--- src/rtl/return_addr_stack_pkg.sv ---
// Shared processor package: PC/instruction widths, the return-address stack
// depth, the pc3 next-PC mux select encodings, and the stack's per-edge
// operation code.
package return_addr_stack_pkg;

   localparam int PC_W      = 12;
   localparam int INSTR_W   = 19;
   localparam int RAS_DEPTH = 8;
   localparam int RAS_CNT_W = $clog2(RAS_DEPTH + 1);

   // pc3 next-PC mux select: the RET leg is fed by top_addr.
   localparam logic [1:0] PC_INC  = 2'd0;
   localparam logic [1:0] PC_JUMP = 2'd1;
   localparam logic [1:0] PC_RET  = 2'd2;

   // Encoding matches the {push, pop} concatenation so the decode is a cast.
   typedef enum logic [1:0] {
      RAS_NOP  = 2'b00,
      RAS_POP  = 2'b01,
      RAS_PUSH = 2'b10,
      RAS_REPL = 2'b11
   } ras_op_e;

endpackage

--- src/rtl/return_addr_stack_if.sv ---
// Controller <-> return-address stack bundle.
//   master (controller): drives push, pop, push_addr, err_clr; reads status.
//   slave  (stack)     : reads the commands; drives top_addr, empty, full,
//                        count, overflow, underflow.
interface return_addr_stack_if
   import return_addr_stack_pkg::*;
#(
   parameter int ADDR_W = PC_W,
   parameter int CNT_W  = RAS_CNT_W
);
   logic              push;
   logic              pop;
   logic [ADDR_W-1:0] push_addr;
   logic              err_clr;
   logic [ADDR_W-1:0] top_addr;
   logic              empty;
   logic              full;
   logic [CNT_W-1:0]  count;
   logic              overflow;
   logic              underflow;

   modport master (
      output push, pop, push_addr, err_clr,
      input  top_addr, empty, full, count, overflow, underflow
   );

   modport slave (
      input  push, pop, push_addr, err_clr,
      output top_addr, empty, full, count, overflow, underflow
   );
endinterface

--- src/rtl/return_addr_stack_ras_regfile.sv ---
// Stack storage: DEPTH x ADDR_W registers, one synchronous write port and
// one asynchronous read port. Contents are not reset.
//   clk   : write clock
//   we    : write enable
//   waddr : write index
//   wdata : write data
//   raddr : read index
//   rdata : read data (combinational)
module ras_regfile
   import return_addr_stack_pkg::*;
#(
   parameter int ADDR_W = PC_W,
   parameter int DEPTH  = RAS_DEPTH,
   parameter int IDX_W  = $clog2(DEPTH)
) (
   input  logic              clk,
   input  logic              we,
   input  logic [IDX_W-1:0]  waddr,
   input  logic [ADDR_W-1:0] wdata,
   input  logic [IDX_W-1:0]  raddr,
   output logic [ADDR_W-1:0] rdata
);

   logic [ADDR_W-1:0] mem_q [DEPTH];
   logic [ADDR_W-1:0] mem_d [DEPTH];

   always_comb begin
      mem_d = mem_q;
      if (we) begin
         mem_d[waddr] = wdata;
      end
   end

   always_ff @(posedge clk) begin
      mem_q <= mem_d;
   end

   assign rdata = mem_q[raddr];

endmodule

--- src/rtl/return_addr_stack.sv ---
// Hardware return-address stack for the single-cycle processor. CALL pushes
// the return PC, RET pops it; top_addr is combinational so RET can steer the
// pc3 mux in the same cycle it pops.
//   clk : system clock, rising edge
//   rst : synchronous active-high reset of count and sticky flags
//   bus : slave side of return_addr_stack_if
//         push/pop/push_addr/err_clr in; top_addr/empty/full/count/
//         overflow/underflow out
module return_addr_stack
   import return_addr_stack_pkg::*;
#(
   parameter int ADDR_W = PC_W,
   parameter int DEPTH  = RAS_DEPTH,
   parameter int CNT_W  = $clog2(DEPTH + 1)
) (
   input  logic              clk,
   input  logic              rst,
   return_addr_stack_if.slave bus
);

   localparam int               IDX_W   = $clog2(DEPTH);
   localparam logic [CNT_W-1:0] DEPTH_C = CNT_W'(DEPTH);

   logic [CNT_W-1:0]  count_q, count_d;
   logic              overflow_q, overflow_d;
   logic              underflow_q, underflow_d;

   logic              is_empty, is_full;
   logic              we;
   logic [IDX_W-1:0]  waddr;
   logic [IDX_W-1:0]  top_idx;
   logic [ADDR_W-1:0] rdata;
   ras_op_e           op;

   assign is_empty = (count_q == '0);
   assign is_full  = (count_q == DEPTH_C);
   assign op       = ras_op_e'({bus.push, bus.pop});

   // Index of the current top. For count in 1..DEPTH the low bits minus one
   // wrap to the right slot (count==DEPTH -> DEPTH-1); the empty case is
   // masked at the output.
   assign top_idx  = count_q[IDX_W-1:0] - IDX_W'(1);

   always_comb begin
      count_d     = count_q;
      // A new error in the same cycle re-sets the flag below, so it wins.
      overflow_d  = overflow_q  & ~bus.err_clr;
      underflow_d = underflow_q & ~bus.err_clr;
      we          = 1'b0;
      waddr       = top_idx;

      unique case (op)
         RAS_PUSH: begin
            if (is_full) begin
               overflow_d = 1'b1;
            end else begin
               we      = 1'b1;
               waddr   = count_q[IDX_W-1:0];
               count_d = count_q + CNT_W'(1);
            end
         end
         RAS_POP: begin
            if (is_empty) begin
               underflow_d = 1'b1;
            end else begin
               count_d = count_q - CNT_W'(1);
            end
         end
         RAS_REPL: begin
            // Replace the top in place; on an empty stack this degrades to a
            // plain push into slot 0 while still flagging the missing pop.
            we = 1'b1;
            if (is_empty) begin
               waddr       = '0;
               count_d     = CNT_W'(1);
               underflow_d = 1'b1;
            end
         end
         default: ;
      endcase
   end

   always_ff @(posedge clk) begin
      if (rst) begin
         count_q     <= '0;
         overflow_q  <= 1'b0;
         underflow_q <= 1'b0;
      end else begin
         count_q     <= count_d;
         overflow_q  <= overflow_d;
         underflow_q <= underflow_d;
      end
   end

   ras_regfile #(
      .ADDR_W (ADDR_W),
      .DEPTH  (DEPTH),
      .IDX_W  (IDX_W)
   ) u_regfile (
      .clk   (clk),
      .we    (we),
      .waddr (waddr),
      .wdata (bus.push_addr),
      .raddr (top_idx),
      .rdata (rdata)
   );

   assign bus.top_addr  = is_empty ? '0 : rdata;
   assign bus.empty     = is_empty;
   assign bus.full      = is_full;
   assign bus.count     = count_q;
   assign bus.overflow  = overflow_q;
   assign bus.underflow = underflow_q;

endmodule

--- src/flat_wrapper.sv ---
// flat-port wrapper written by rule: the top's interface ports become plain ports
module return_addr_stack_flat import return_addr_stack_pkg::*;
#(
   parameter int ADDR_W = PC_W,
   parameter int DEPTH  = RAS_DEPTH,
   parameter int CNT_W  = $clog2(DEPTH + 1)
)
  (clk, rst, bus_push, bus_pop, bus_push_addr, bus_err_clr, bus_top_addr, bus_empty, bus_full, bus_count, bus_overflow, bus_underflow);
  return_addr_stack_if #(.ADDR_W(ADDR_W), .CNT_W(CNT_W)) bus_i ();
  input  logic clk;
  input  logic rst;
  input wire logic [$bits(bus_i.push)-1:0] bus_push;
  input wire logic [$bits(bus_i.pop)-1:0] bus_pop;
  input wire logic [$bits(bus_i.push_addr)-1:0] bus_push_addr;
  input wire logic [$bits(bus_i.err_clr)-1:0] bus_err_clr;
  output wire logic [$bits(bus_i.top_addr)-1:0] bus_top_addr;
  output wire logic [$bits(bus_i.empty)-1:0] bus_empty;
  output wire logic [$bits(bus_i.full)-1:0] bus_full;
  output wire logic [$bits(bus_i.count)-1:0] bus_count;
  output wire logic [$bits(bus_i.overflow)-1:0] bus_overflow;
  output wire logic [$bits(bus_i.underflow)-1:0] bus_underflow;
  assign bus_i.push = bus_push;
  assign bus_i.pop = bus_pop;
  assign bus_i.push_addr = bus_push_addr;
  assign bus_i.err_clr = bus_err_clr;
  assign bus_top_addr = bus_i.top_addr;
  assign bus_empty = bus_i.empty;
  assign bus_full = bus_i.full;
  assign bus_count = bus_i.count;
  assign bus_overflow = bus_i.overflow;
  assign bus_underflow = bus_i.underflow;
  return_addr_stack #(.ADDR_W(ADDR_W), .DEPTH(DEPTH), .CNT_W(CNT_W)) u_core (.clk(clk), .rst(rst), .bus(bus_i));
endmodule
--- config.mk ---
export PLATFORM = sky130hd
export DESIGN_NAME = return_addr_stack_flat
export DESIGN_NICKNAME = d
export VERILOG_FILES = /design/src/rtl/return_addr_stack_pkg.sv /design/src/rtl/return_addr_stack_if.sv /design/src/rtl/return_addr_stack_ras_regfile.sv /design/src/rtl/return_addr_stack.sv /design/src/flat_wrapper.sv
export SDC_FILE = /design/constraint.sdc
export NUM_CORES = 1
export LEC_CHECK = 0
export ABC_AREA = 1
export BUFFER_PORTS_ARGS = -buffer_cell sky130_fd_sc_hd__clkbuf_2
export CAP_MARGIN = 30
export CORE_UTILIZATION = 35
export CTS_BUF_LIST = sky130_fd_sc_hd__clkbuf_4 sky130_fd_sc_hd__clkbuf_8
export DETAILED_ROUTE_END_ITERATION = 10
export GPL_ROUTABILITY_DRIVEN = 0
export HOLD_SLACK_MARGIN = 0.08
export SLEW_MARGIN = 30
export SYNTH_ARGS = -nofsm -noshare
export SYNTH_HDL_FRONTEND = slang
export SYNTH_SLANG_ARGS = --single-unit
--- constraint.sdc ---
create_clock -name clk -period 5.6 [get_ports clk]
set_clock_uncertainty 0.15 [all_clocks]
set_input_delay 0.28 -clock clk [delete_from_list [all_inputs] [get_ports clk]]
set_output_delay 0.28 -clock clk [all_outputs]
set_load 0.05 [all_outputs]
After elaboration in Yosys (flattened, before gate mapping) --
Index checks and enable logic that the tools add are counted.
Word-level totals: input bits 17, output and inout port bits 20, logic and storage cells 54, bits in registers 102
Cells by class: mux-type cells 20, reduce and logical (&&, ||, !) cells 5, bitwise operators 5, $lt $le $gt $ge 3, add/sub/neg operators 3, equality and inequality tests 7
Operator list (number):
- $bwmux W96 | 1
- $mux W12 | 4
- $bmux W12 S3 | 1
- $demux W12 S3 | 1
- $mux W4 | 3
- $pmux W4 S3 | 1
- $ge A4 B4 Y1 const B | 2
- $not A3 Y4 | 2
- $mux W3 | 2
- $pmux W3 S2 | 1
- $mux W1 | 5
- $add A4 B1 Y4 const B | 1
- $eq A2 B2 Y1 const B | 2
- $eq A4 B4 Y1 const B | 1
- $logic_not A4 Y1 | 1
- $lt A4 B1 Y1 const B | 1
- $ne A2 B2 Y1 const B | 2
- $reduce_and A4 Y1 | 1
- $sub A4 B1 Y4 const B | 1
- $reduce_bool A3 Y1 | 1
- $sub A3 B1 Y3 const B | 1
- $and A1 B1 Y1 | 2
- $eq A2 B1 Y1 const B | 1
- $ne A2 B1 Y1 const B | 1
- 4 further kinds | 4

Longest topological paths before layout --
Gate-level depths: netlist of the first run.
word-level depth 9, depth in mapped cells 13, mapped depth without buffers 11

Cells and area by module --
A second synthesis of the first run with hierarchy kept.
Second synthesis, totals: cell total of the unflattened synthesis 535, area, all modules 4818.4 sq um
By module, submodules not included:
- ras_regfile | area each 4240.3 sq um, times used 1, cells each 433
- return_addr_stack | area each 578.1 sq um, times used 1, cells each 102

Worst setup path before layout of the first run --
Ideal clock, no wire load.
path type reg2out, from reg u_core.count_q[0] (netlist: u_core.bus.count[0]), to out bus_top_addr[3], cell stages (with the launch flop) 12, data arrival time 2.880 ns, slack 2.290 ns, path buffers 4, cell sequence dfxtp_1 -> buf_2 -> inv_2 -> buf_2 -> ha_1 -> buf_6 -> clkinv_2 -> clkbuf_1 -> o21ai_0 -> o22ai_1 -> inv_1 -> a21oi_1
Between the ends: word-level cells in the longest chain between the ends 6, elaborated cells on any way between the ends 7, classes of those cells add/sub (1); mux (4); bitwise (1); reduce/logical (1)
Ends and longest elaborated chain:
- start: declaration | line return_addr_stack.sv:24 | logic [CNT_W-1:0] count_q, count_d;
- start signal: assignment | line return_addr_stack.sv:89 | count_q <= count_d;
- $sub A3 B1 Y3 | line return_addr_stack.sv:42 | assign top_idx = count_q[IDX_W-1:0] - IDX_W'(1);
- $not A3 Y4 (not written as such) | line return_addr_stack_ras_regfile.sv:38 | assign rdata = mem_q[raddr];
- $bmux W12 S3 | line return_addr_stack_ras_regfile.sv:38
- $mux W12 (not written as such) (2 in a row) | line return_addr_stack_ras_regfile.sv:38
- $mux W12 * | line return_addr_stack.sv:108 | assign bus.top_addr = is_empty ? '0 : rdata;
- end: declaration | line flat_wrapper.sv:16 | output wire logic [$bits(bus_i.top_addr)-1:0] bus_top_addr;
Mark *: on every way between the ends. The rest lies on a longest branch, timed or not. The select of a mux whose other input is x is not followed.

Worst setup path after layout of the first run --
from reg u_core.count_q[0] (netlist: u_core.bus.count[0]), to out bus_top_addr[6]
Same word-level chain as after synthesis.

==> impl_metrics.json, run 1 <==
{
  "critPathCaptureType": "primary output",
  "syn_inst": 377,
  "die_w_um": 113,
  "ys_warn_count": 0,
  "areaGrowthSynthToFinish_pct": 15.9,
  "synth_top_flop_cell": "edfxtp_1",
  "clockBufferDepth": 2,
  "status": "completed",
  "drive_above_1_share_pct": 18.4,
  "finalSetupTns_ns": 0,
  "path_delay_family": "buffers and inverters",
  "timing.final.ws_setup_ns": 2.27,
  "cp_slowest_cell": "buf_4",
  "synth.most_common_cell": "edfxtp_1",
  "critPathMaxFanout": 54,
  "remaining_drc_errors": 0,
  "yosysTopAreaCellShare_pct": 66.8,
  "antenna_found_initial": 0,
  "die_h_um": 113,
  "path_cells": "buf_4, inv_2, ha_1, buf_4, o21ai_0, o22ai_1, inv_1, a21oi_1, clkbuf_2",
  "via_count": 2905,
  "fin_cells": 582,
  "critPathKind": "flop to primary output",
  "dr.pass1.iters": 4,
  "yosysSeqAreaShare_pct": 69.5,
  "async_flop_share_pct": 0,
  "core_um2": 12000,
  "grt_setup_unrepaired": "no",
  "ys_top_cells_by_count": "edfxtp_1 (96), nor2_1 (73), o21ai_0 (55)",
  "path_clk_slew_ns": 0.09,
  "cts_sinks": 102,
  "wire_per_inst_um": 15.9,
  "ir_worst_vdd_mv": 0.299,
  "nets": 451,
  "grt_util_all_layers_pct": 15.5,
  "port_buffers": 36,
  "ctsResizeCount": 0,
  "critPathMaxStageDelay_ns": 0.46,
  "yosysUniqueCellTypes": 25,
  "start_util_pct": 35.9,
  "seq_power_share_pct": 42.6,
  "drv_cap": 0,
  "insertion_delay_ns": 0.37,
  "place_ws_ns": 2.26,
  "syn_nets": 398,
  "grt_pass1_wl_um": 14900,
  "cts_root_buf": "clkbuf_8",
  "ios": 37,
  "grt_overflow": 0,
  "combPwrFrac_pct": 37.6,
  "synth_area_per_cell_um2": 11.5,
  "grt_max_degree": 55,
  "p_per_area_nw_per_um2": 451,
  "slew-limit-headroom_pct": 53.0,
  "critPathRequiredTime_ns": 5.17,
  "critPathBufInv": 5,
  "setup_viol": 0,
  "drt_iter0_markers": 198,
  "synth_edf_count": 96,
  "row_count": 40,
  "p_leak_uw": 0.00184,
  "n_antenna_cell": 0,
  "mappedNetlistArea_um2": 4320,
  "htreeDepth": 3,
  "cts_buffers": 9,
  "worstSetupStartpointType": "flop",
  "tightestPinTransition_ns": 0.704,
  "clkPwrFrac_pct": 19.8,
  "dieArea_um2": 12800,
  "critPathMostFrequentCell": "buf_4",
  "finalMaxSlewViolations": 0,
  "holdCritPathClass": "input port to flop",
  "finalHoldViolations": 0,
  "yosys.area.top_type": "edfxtp_1",
  "dp_hpwl_um": 5810,
  "final_area_um2": 5010,
  "wl_um": 9250,
  "via_per_inst": 4.99,
  "power.switching_uw": 940,
  "switching_share_pct": 41.7,
  "place_inst": 551,
  "first_global_vias": 2855,
  "synthTopCellsByArea": "edfxtp_1 (67%), o21ai_0 (6.4%), nor2_1 (6.3%), dfxtp_1 (2.8%), a21oi_1 (2.3%)",
  "ys_ff_latch": 102,
  "p_int_uw": 1320,
  "timing.final.crit_share_pct": 59.5,
  "placed_cell_area_um2": 4660,
  "cts_tree": "done",
  "crit_arrival_ns": 2.90,
  "fmax_mhz": 300,
  "fin_crit_ns": 3.33,
  "ant_nets": 0
}
-- worst min-delay path: stages --
cell and delay [ns]:
clkbuf_2 0.14, nand2_1 0.11, nand2_1 0.08, a21oi_1 0.05
-- cells by family after synthesis --
kind of cell / share of synthesized area, %
and+or+nand+nor: 10.5
AOI/OAI and AO/OA: 13.2
DFF: 69.5
buffers and inverters: 4.87
adders and majority gates: 1.33
xor gates and xnor gates: 0.580
-- layer usage --
metal	wire length [um]	vias to the layer above	GRT usage (%)
li1	-	1430	-
met1	4420	1384	21.0
met2	4190	80	24.3
met3	483	11	4.18
met4	164	0	4.65
met5	0	-	0
-- repair_timing --
action / CTS / global route
hold endpoints to repair: 100 / 0
buffers inserted: 0 / 0
hold buffers: 15 / 0
-- cell type report --
class                   instances  area (um2)
repair buffers                 61         405
fillers                      1154        7010
well taps                     147         184
flip-flops and latches        102        3000
clock buffers                   9         124
multi-input cells             226        1110
clock inverters                 7        66.3
inverters                      30         114
-- power groups by stage --
stage	Combinational [uW]	Clock (uW)	Sequential, uW
2_1_floorplan	603	0	999
3_3_place_gp	835	0	979
3_5_place_dp	848	0	981
4_1_cts	858	459	963
5_1_grt	935	482	970
6_report	849	446	962
-- per-stage QoR --
| step | hold slack, ns | util, % | power (uW) |
|---|---|---|---|
| global placement | 0.306 | 38.8 | 1810 |
| floorplan | 0.199 | - | 1600 |
| finish | 0.192 | 41.7 | 2260 |
| global route | 0.218 | 41.7 | 2390 |
| CTS | 0.167 | 41.7 | 2280 |
| detailed placement | 0.308 | 38.8 | 1830 |
-- worst paths after layout --
check / slack (ns) / cells past startpoint / start / to
setup / recovery: 2.27 / 9 / u_core.bus.count[0]$_SDFFE_PP0P_ / bus_top_addr[6]
hold / removal: 0.19 / 4 / bus_push / u_core.bus.count[2]$_SDFFE_PP0P_
setup reg to reg: 2.47 / 11 / u_core.bus.count[0]$_SDFFE_PP0P_ / u_core.u_regfile.mem_q[53]$_DFFE_PP_
hold reg to reg: 0.32 / 2 / u_core.bus.overflow$_SDFF_PP0_ / u_core.bus.overflow$_SDFF_PP0_
-- flip-flops by register name (all words and copies together), names as in the netlist --
| name | cells |
|---|---|
| u_core.u_regfile.mem_q | 96 |
| u_core.bus.count | 4 |
| u_core.bus.overflow | 1 |
| u_core.bus.underflow | 1 |
-- layout by cell type, fill, tap and decap left out, types with 3 or more instances in the layout --
cell type	n
edfxtp_1	96
nor2_1	71
o21ai_0	55
clkbuf_2	36
nand2_1	24
inv_1	22
a21oi_1	20
o21ai_1	20
dlygate4sd3_1	15
o22ai_1	12
buf_4	10
clkbuf_8	9
nand3_1	8
inv_2	7
dfxtp_1	6
nand3_2	3
ha_1	3
inv_6	3
No activity file was read; power rests on OpenSTA's default activity.
==> inputs of run 2 (changes only) <==
clock period = 3.2 ns   (was 5.6 ns; I/O delays follow)
==> impl_metrics.json, run 2 (synthesized netlist as in run 1, its figures left out) <==
{
  "largest_reg_flops": 96,
  "rrSetupSlack_ns": 0.47,
  "hold_ws_ns": 0.422,
  "ios": 37,
  "r2r_start": "u_core.bus.count[1]$_SDFFE_PP0P_",
  "wire_per_inst_um": 15.8,
  "p_total_uw": 4040,
  "layout_common_cells": "edfxtp_1 (96), nor2_1 (73), o21ai_0 (55), clkbuf_2 (36), nand2_1 (24)",
  "p_per_area_nw_per_um2": 790,
  "areaGrowthSynthToFinish_pct": 18.4,
  "crit_arrival_ns": 2.49,
  "drt_iter0_markers": 199,
  "combPwrFrac_pct": 37.4,
  "antenna_found_initial": 0,
  "first_global_vias": 2933,
  "grt_max_degree": 54,
  "power.switching_uw": 1630,
  "place_ws_ns": 0.469,
  "grt_overflow": 0,
  "insertion_delay_ns": 0.36,
  "final_common_cell": "edfxtp_1",
  "status": "completed",
  "dp_hpwl_um": 6110,
  "die_w_um": 113,
  "path_clk_slew_ns": 0.09,
  "core_um2": 12000,
  "reg2regPathDepth": 9,
  "seq_power_share_pct": 41.7,
  "finalHoldViolations": 0,
  "die_h_um": 113,
  "cts_tree": "done",
  "critPathMaxFanout": 18,
  "p_int_uw": 2410,
  "cts_setup_buffers": 0,
  "hp-start": "rst",
  "holdCritPathClass": "input port to flop",
  "utilization_pct": 42.6,
  "min_to": "u_core.bus.count[3]$_SDFFE_PP0P_",
  "start_util_pct": 35.9,
  "n_antenna_cell": 0,
  "fin_crit_ns": 2.80,
  "setup_viol": 0,
  "cts_buffers": 9,
  "switching_share_pct": 40.4,
  "drive_above_1_share_pct": 19.3,
  "worstSetupStartpointType": "flop",
  "ir_worst_vdd_mv": 0.672,
  "cts_root_buf": "clkbuf_8",
  "port_buffers": 36,
  "drv_cap": 0,
  "cts_sinks": 102,
  "ctsResizeCount": 0,
  "critPathKind": "flop to primary output",
  "slew-limit-headroom_pct": 64.5,
  "r2r-end": "u_core.u_regfile.mem_q[65]$_DFFE_PP_",
  "finalSetupTns_ns": 0,
  "grt_pass1_wl_um": 15500,
  "min_path_cells": 3,
  "grt_setup_unrepaired": "no",
  "clockBufferDepth": 2,
  "critPathRequiredTime_ns": 2.89,
  "timing.final.ws_setup_ns": 0.403,
  "via_count": 2945,
  "dieArea_um2": 12800,
  "critPathCaptureType": "primary output",
  "grt_util_all_layers_pct": 15.9,
  "largest_register": "u_core.u_regfile.mem_q",
  "htreeDepth": 3,
  "timing.final.crit_share_pct": 87.4,
  "ant_nets": 0,
  "remaining_drc_errors": 0,
  "clkPwrFrac_pct": 20.9,
  "dr.pass1.iters": 5,
  "fmax_mhz": 358,
  "p_leak_uw": 0.00191,
  "nets": 462,
  "row_count": 40,
  "finalMaxSlewViolations": 0,
  "tightestPinTransition_ns": 0.533,
  "wl_um": 9350,
  "via_per_inst": 4.97
}
run 2: changes by cell type in the layout (fill, tap and decap cells not counted), moves of 2 or more:
cell	before	now
nor2_2	2	0
buf_4	10	18
nor2_1	71	73
dlygate4sd3_1	15	18
run 2: per-stage QoR:
| stage | cell area (um2) | std cells |
|---|---|---|
| floorplan | 4320 | 377 |
| global placement | 4720 | 559 |
| finish | 5110 | 593 |
| detailed placement | 4720 | 559 |
| CTS | 5110 | 593 |
| global route | 5110 | 593 |
run 2: how the worst max path moves through the flow:
stage / from / end / cells past startpoint
after floorplan: u_core.bus.count[0]$_SDFFE_PP0P_ / bus_top_addr[3] / 11
after global placement: u_core.bus.count[1]$_SDFFE_PP0P_ / u_core.u_regfile.mem_q[67]$_DFFE_PP_ / 9
after detailed placement: u_core.bus.count[1]$_SDFFE_PP0P_ / u_core.u_regfile.mem_q[68]$_DFFE_PP_ / 9
after CTS: u_core.bus.count[1]$_SDFFE_PP0P_ / bus_top_addr[3] / 8
after global routing: u_core.bus.count[1]$_SDFFE_PP0P_ / u_core.u_regfile.mem_q[65]$_DFFE_PP_ / 9
final: u_core.bus.count[1]$_SDFFE_PP0P_ / bus_top_addr[3] / 8
run 2: what timing repair did:
item | in CTS | in global routing
hold buffers | 18 | 0
endpoints found under the hold margin | 102 | 0
endpoints found under the setup margin | 0 | 0
run 2: worst max-delay path, stage by stage, from the launching register on:
cell and delay, ns:
dfxtp_1 0.47, inv_1 0.10, ha_1 0.35, buf_4 0.25, o21ai_0 0.11, o22ai_1 0.18
inv_1 0.06, a21oi_1 0.26, clkbuf_2 0.33
run 2: power groups by stage:
stage	sequential (uW)	clock, uW	combinational [uW]
6_report	1690	845	1510
5_1_grt	1700	917	1670
4_1_cts	1690	873	1530
3_5_place_dp	1720	0	1510
3_3_place_gp	1710	0	1490
2_1_floorplan	1750	0	1060
run 2: cell type report:
type | instances | area [um2]
clock inverters | 7 | 88.8
inverters | 30 | 114
clock buffers | 9 | 124
repair buffers | 72 | 495
well taps | 147 | 184
fillers | 1165 | 6900
multi-input cells | 226 | 1100
flip-flops and latches | 102 | 3000
run 2: per-layer routing:
metal	up-vias	part of all wire, %	track usage [%]	wire, um
li1	1452	-	-	-
met1	1404	47	22.5	4410
met2	84	47	25.2	4400
met3	5	5.3	3.75	497
met4	0	0.58	2.89	54
met5	-	0	0	0
==> inputs of run 3 (changes only) <==
PLACE_DENSITY_LB_ADDON = 0.1   (was unset)
==> impl_metrics.json, run 3 (synthesized netlist as in run 1, its figures left out) <==
{
  "status": "completed",
  "cp_slowest_cell": "dfxtp_1",
  "remaining_drc_errors": 0,
  "worstSetupStartpointType": "flop",
  "largest_register": "u_core.u_regfile.mem_q",
  "path_clk_slew_ns": 0.09,
  "ant_nets": 0,
  "holdCritPathClass": "input port to flop",
  "finalHoldViolations": 0,
  "final_common_cell": "edfxtp_1",
  "cp-endpoint": "bus_top_addr[3]",
  "grt_util_all_layers_pct": 16.4,
  "dp_hpwl_um": 6150,
  "path_cells": "inv_1, ha_1, buf_4, o21ai_0, o22ai_1, inv_1, a21oi_1, clkbuf_2",
  "insertion_delay_ns": 0.36,
  "n_fill_cell": 1172,
  "r2r_start": "u_core.bus.count[1]$_SDFFE_PP0P_",
  "fmax_mhz": 344,
  "cts_tree": "done",
  "grt_setup_unrepaired": "no",
  "dieArea_um2": 12800,
  "startpoint": "u_core.bus.count[1]$_SDFFE_PP0P_",
  "critPathMostFrequentCell": "inv_1",
  "reg2regPathDepth": 9,
  "grt_overflow": 0,
  "setup_viol": 0,
  "drive_above_1_share_pct": 19.2,
  "grt_max_degree": 54,
  "cts_buffers": 9,
  "finalSetupTns_ns": 0,
  "first_global_vias": 2871,
  "nets": 460,
  "dr.pass1.iters": 5,
  "n_antenna_cell": 0,
  "antenna_found_initial": 0,
  "r2r-end": "u_core.u_regfile.mem_q[94]$_DFFE_PP_",
  "wl_um": 9610,
  "p_per_area_nw_per_um2": 790,
  "tightestPinTransition_ns": 0.558,
  "drt_iter0_markers": 164,
  "slew-limit-headroom_pct": 62.8,
  "grt_pass1_wl_um": 15600,
  "cts_setup_buffers": 0,
  "ir_worst_vdd_mv": 0.435,
  "via_count": 2903,
  "critPathCaptureType": "primary output",
  "core_um2": 12000,
  "largest_reg_flops": 96,
  "hold_ws_ns": 0.100,
  "ios": 37,
  "finalMaxSlewViolations": 0,
  "critPathKind": "flop to primary output",
  "via_per_inst": 4.92,
  "clockBufferDepth": 2,
  "start_util_pct": 35.9,
  "rrSetupSlack_ns": 0.73,
  "fin_crit_ns": 2.90,
  "port_buffers": 36,
  "cts_root_buf": "clkbuf_8",
  "utilization_pct": 42.2,
  "p_leak_uw": 0.00189,
  "critPathMaxFanout": 36,
  "htreeDepth": 3,
  "crit_arrival_ns": 2.59,
  "areaGrowthSynthToFinish_pct": 17.5,
  "hp-start": "bus_push",
  "wire_per_inst_um": 16.3,
  "cts_sinks": 102,
  "critPathRequiredTime_ns": 2.89,
  "timing.final.crit_share_pct": 90.7,
  "die_w_um": 113,
  "critPathMaxStageDelay_ns": 0.45,
  "layout_common_cells": "edfxtp_1 (96), nor2_1 (73), o21ai_0 (55), clkbuf_2 (36), nand2_1 (24)",
  "drv_cap": 0,
  "row_count": 40,
  "die_h_um": 113
}
run 3: metrics by stage:
| stage | std cells | power (uW) | cell area, um2 | setup slack (ns) |
|---|---|---|---|---|
| finish | 590 | 4010 | 5070 | 0.297 |
| global route | 590 | 4250 | 5070 | 0.125 |
| CTS | 590 | 4050 | 5070 | 0.267 |
| detailed placement | 559 | 3240 | 4720 | 0.680 |
| global placement | 559 | 3240 | 4720 | 0.724 |
| floorplan | 377 | 2800 | 4320 | 0.00996 |
run 3: worst min-delay path by stage:
stage | endpoint | slack [ns] | cells past startpoint
final | u_core.bus.count[2]$_SDFFE_PP0P_ | 0.1 | 4
after global routing | u_core.bus.count[2]$_SDFFE_PP0P_ | 0.11 | 4
after CTS | u_core.bus.count[2]$_SDFFE_PP0P_ | 0.08 | 4
after detailed placement | u_core.bus.count[1]$_SDFFE_PP0P_ | 0.26 | 2
after global placement | u_core.bus.count[3]$_SDFFE_PP0P_ | 0.27 | 2
after floorplan | u_core.bus.count[1]$_SDFFE_PP0P_ | 0.08 | 1
run 3: worst max-delay path: cells and delay by family, from the launching register on:
kind                     cells  cell delay [ns]
buffers and inverters        4             0.85
AO/OA/AOI/OAI                3             0.61
flip-flops                   1             0.45
adder cells (fa/ha/maj)      1             0.31
run 3: per-layer routing:
layer  routed length, um  vias up  global-route usage [%]
met2                4470       84                    27.0
met3                 344       18                    3.16
li1                    -     1451                       -
met1                4640     1350                    21.8
met4                 161        0                    5.96
met5                   0        -                       0
run 3: layout make-up:
type / count / area, um2 / area share [%]
multi-input combinational: 226 / 1100 / 21.8
sequential: 102 / 3000 / 59.2
inverter: 30 / 114 / 2.24
tap: 147 / 184 / 3.63
clock inverter: 5 / 58.8 / 1.16
timing repair buffer: 70 / 475 / 9.37
clock buffer: 10 / 131 / 2.59
run 3: what timing repair did:
action	in CTS	in global routing
setup endpoints to repair	0	0
gates resized for setup	0	0
hold endpoints to repair	102	0
hold buffers	16	0
run 3: where the power goes:
| group | switching, uW | total (uW) | internal [uW] | leakage, uW |
|---|---|---|---|---|
| registers | 43.1 | 1680 | 1640 | 0.000924 |
| clock network | 431 | 799 | 368 | 0.0000938 |
| logic | 1140 | 1520 | 387 | 0.000871 |
| total | 1610 | 4010 | 2400 | 0.00189 |
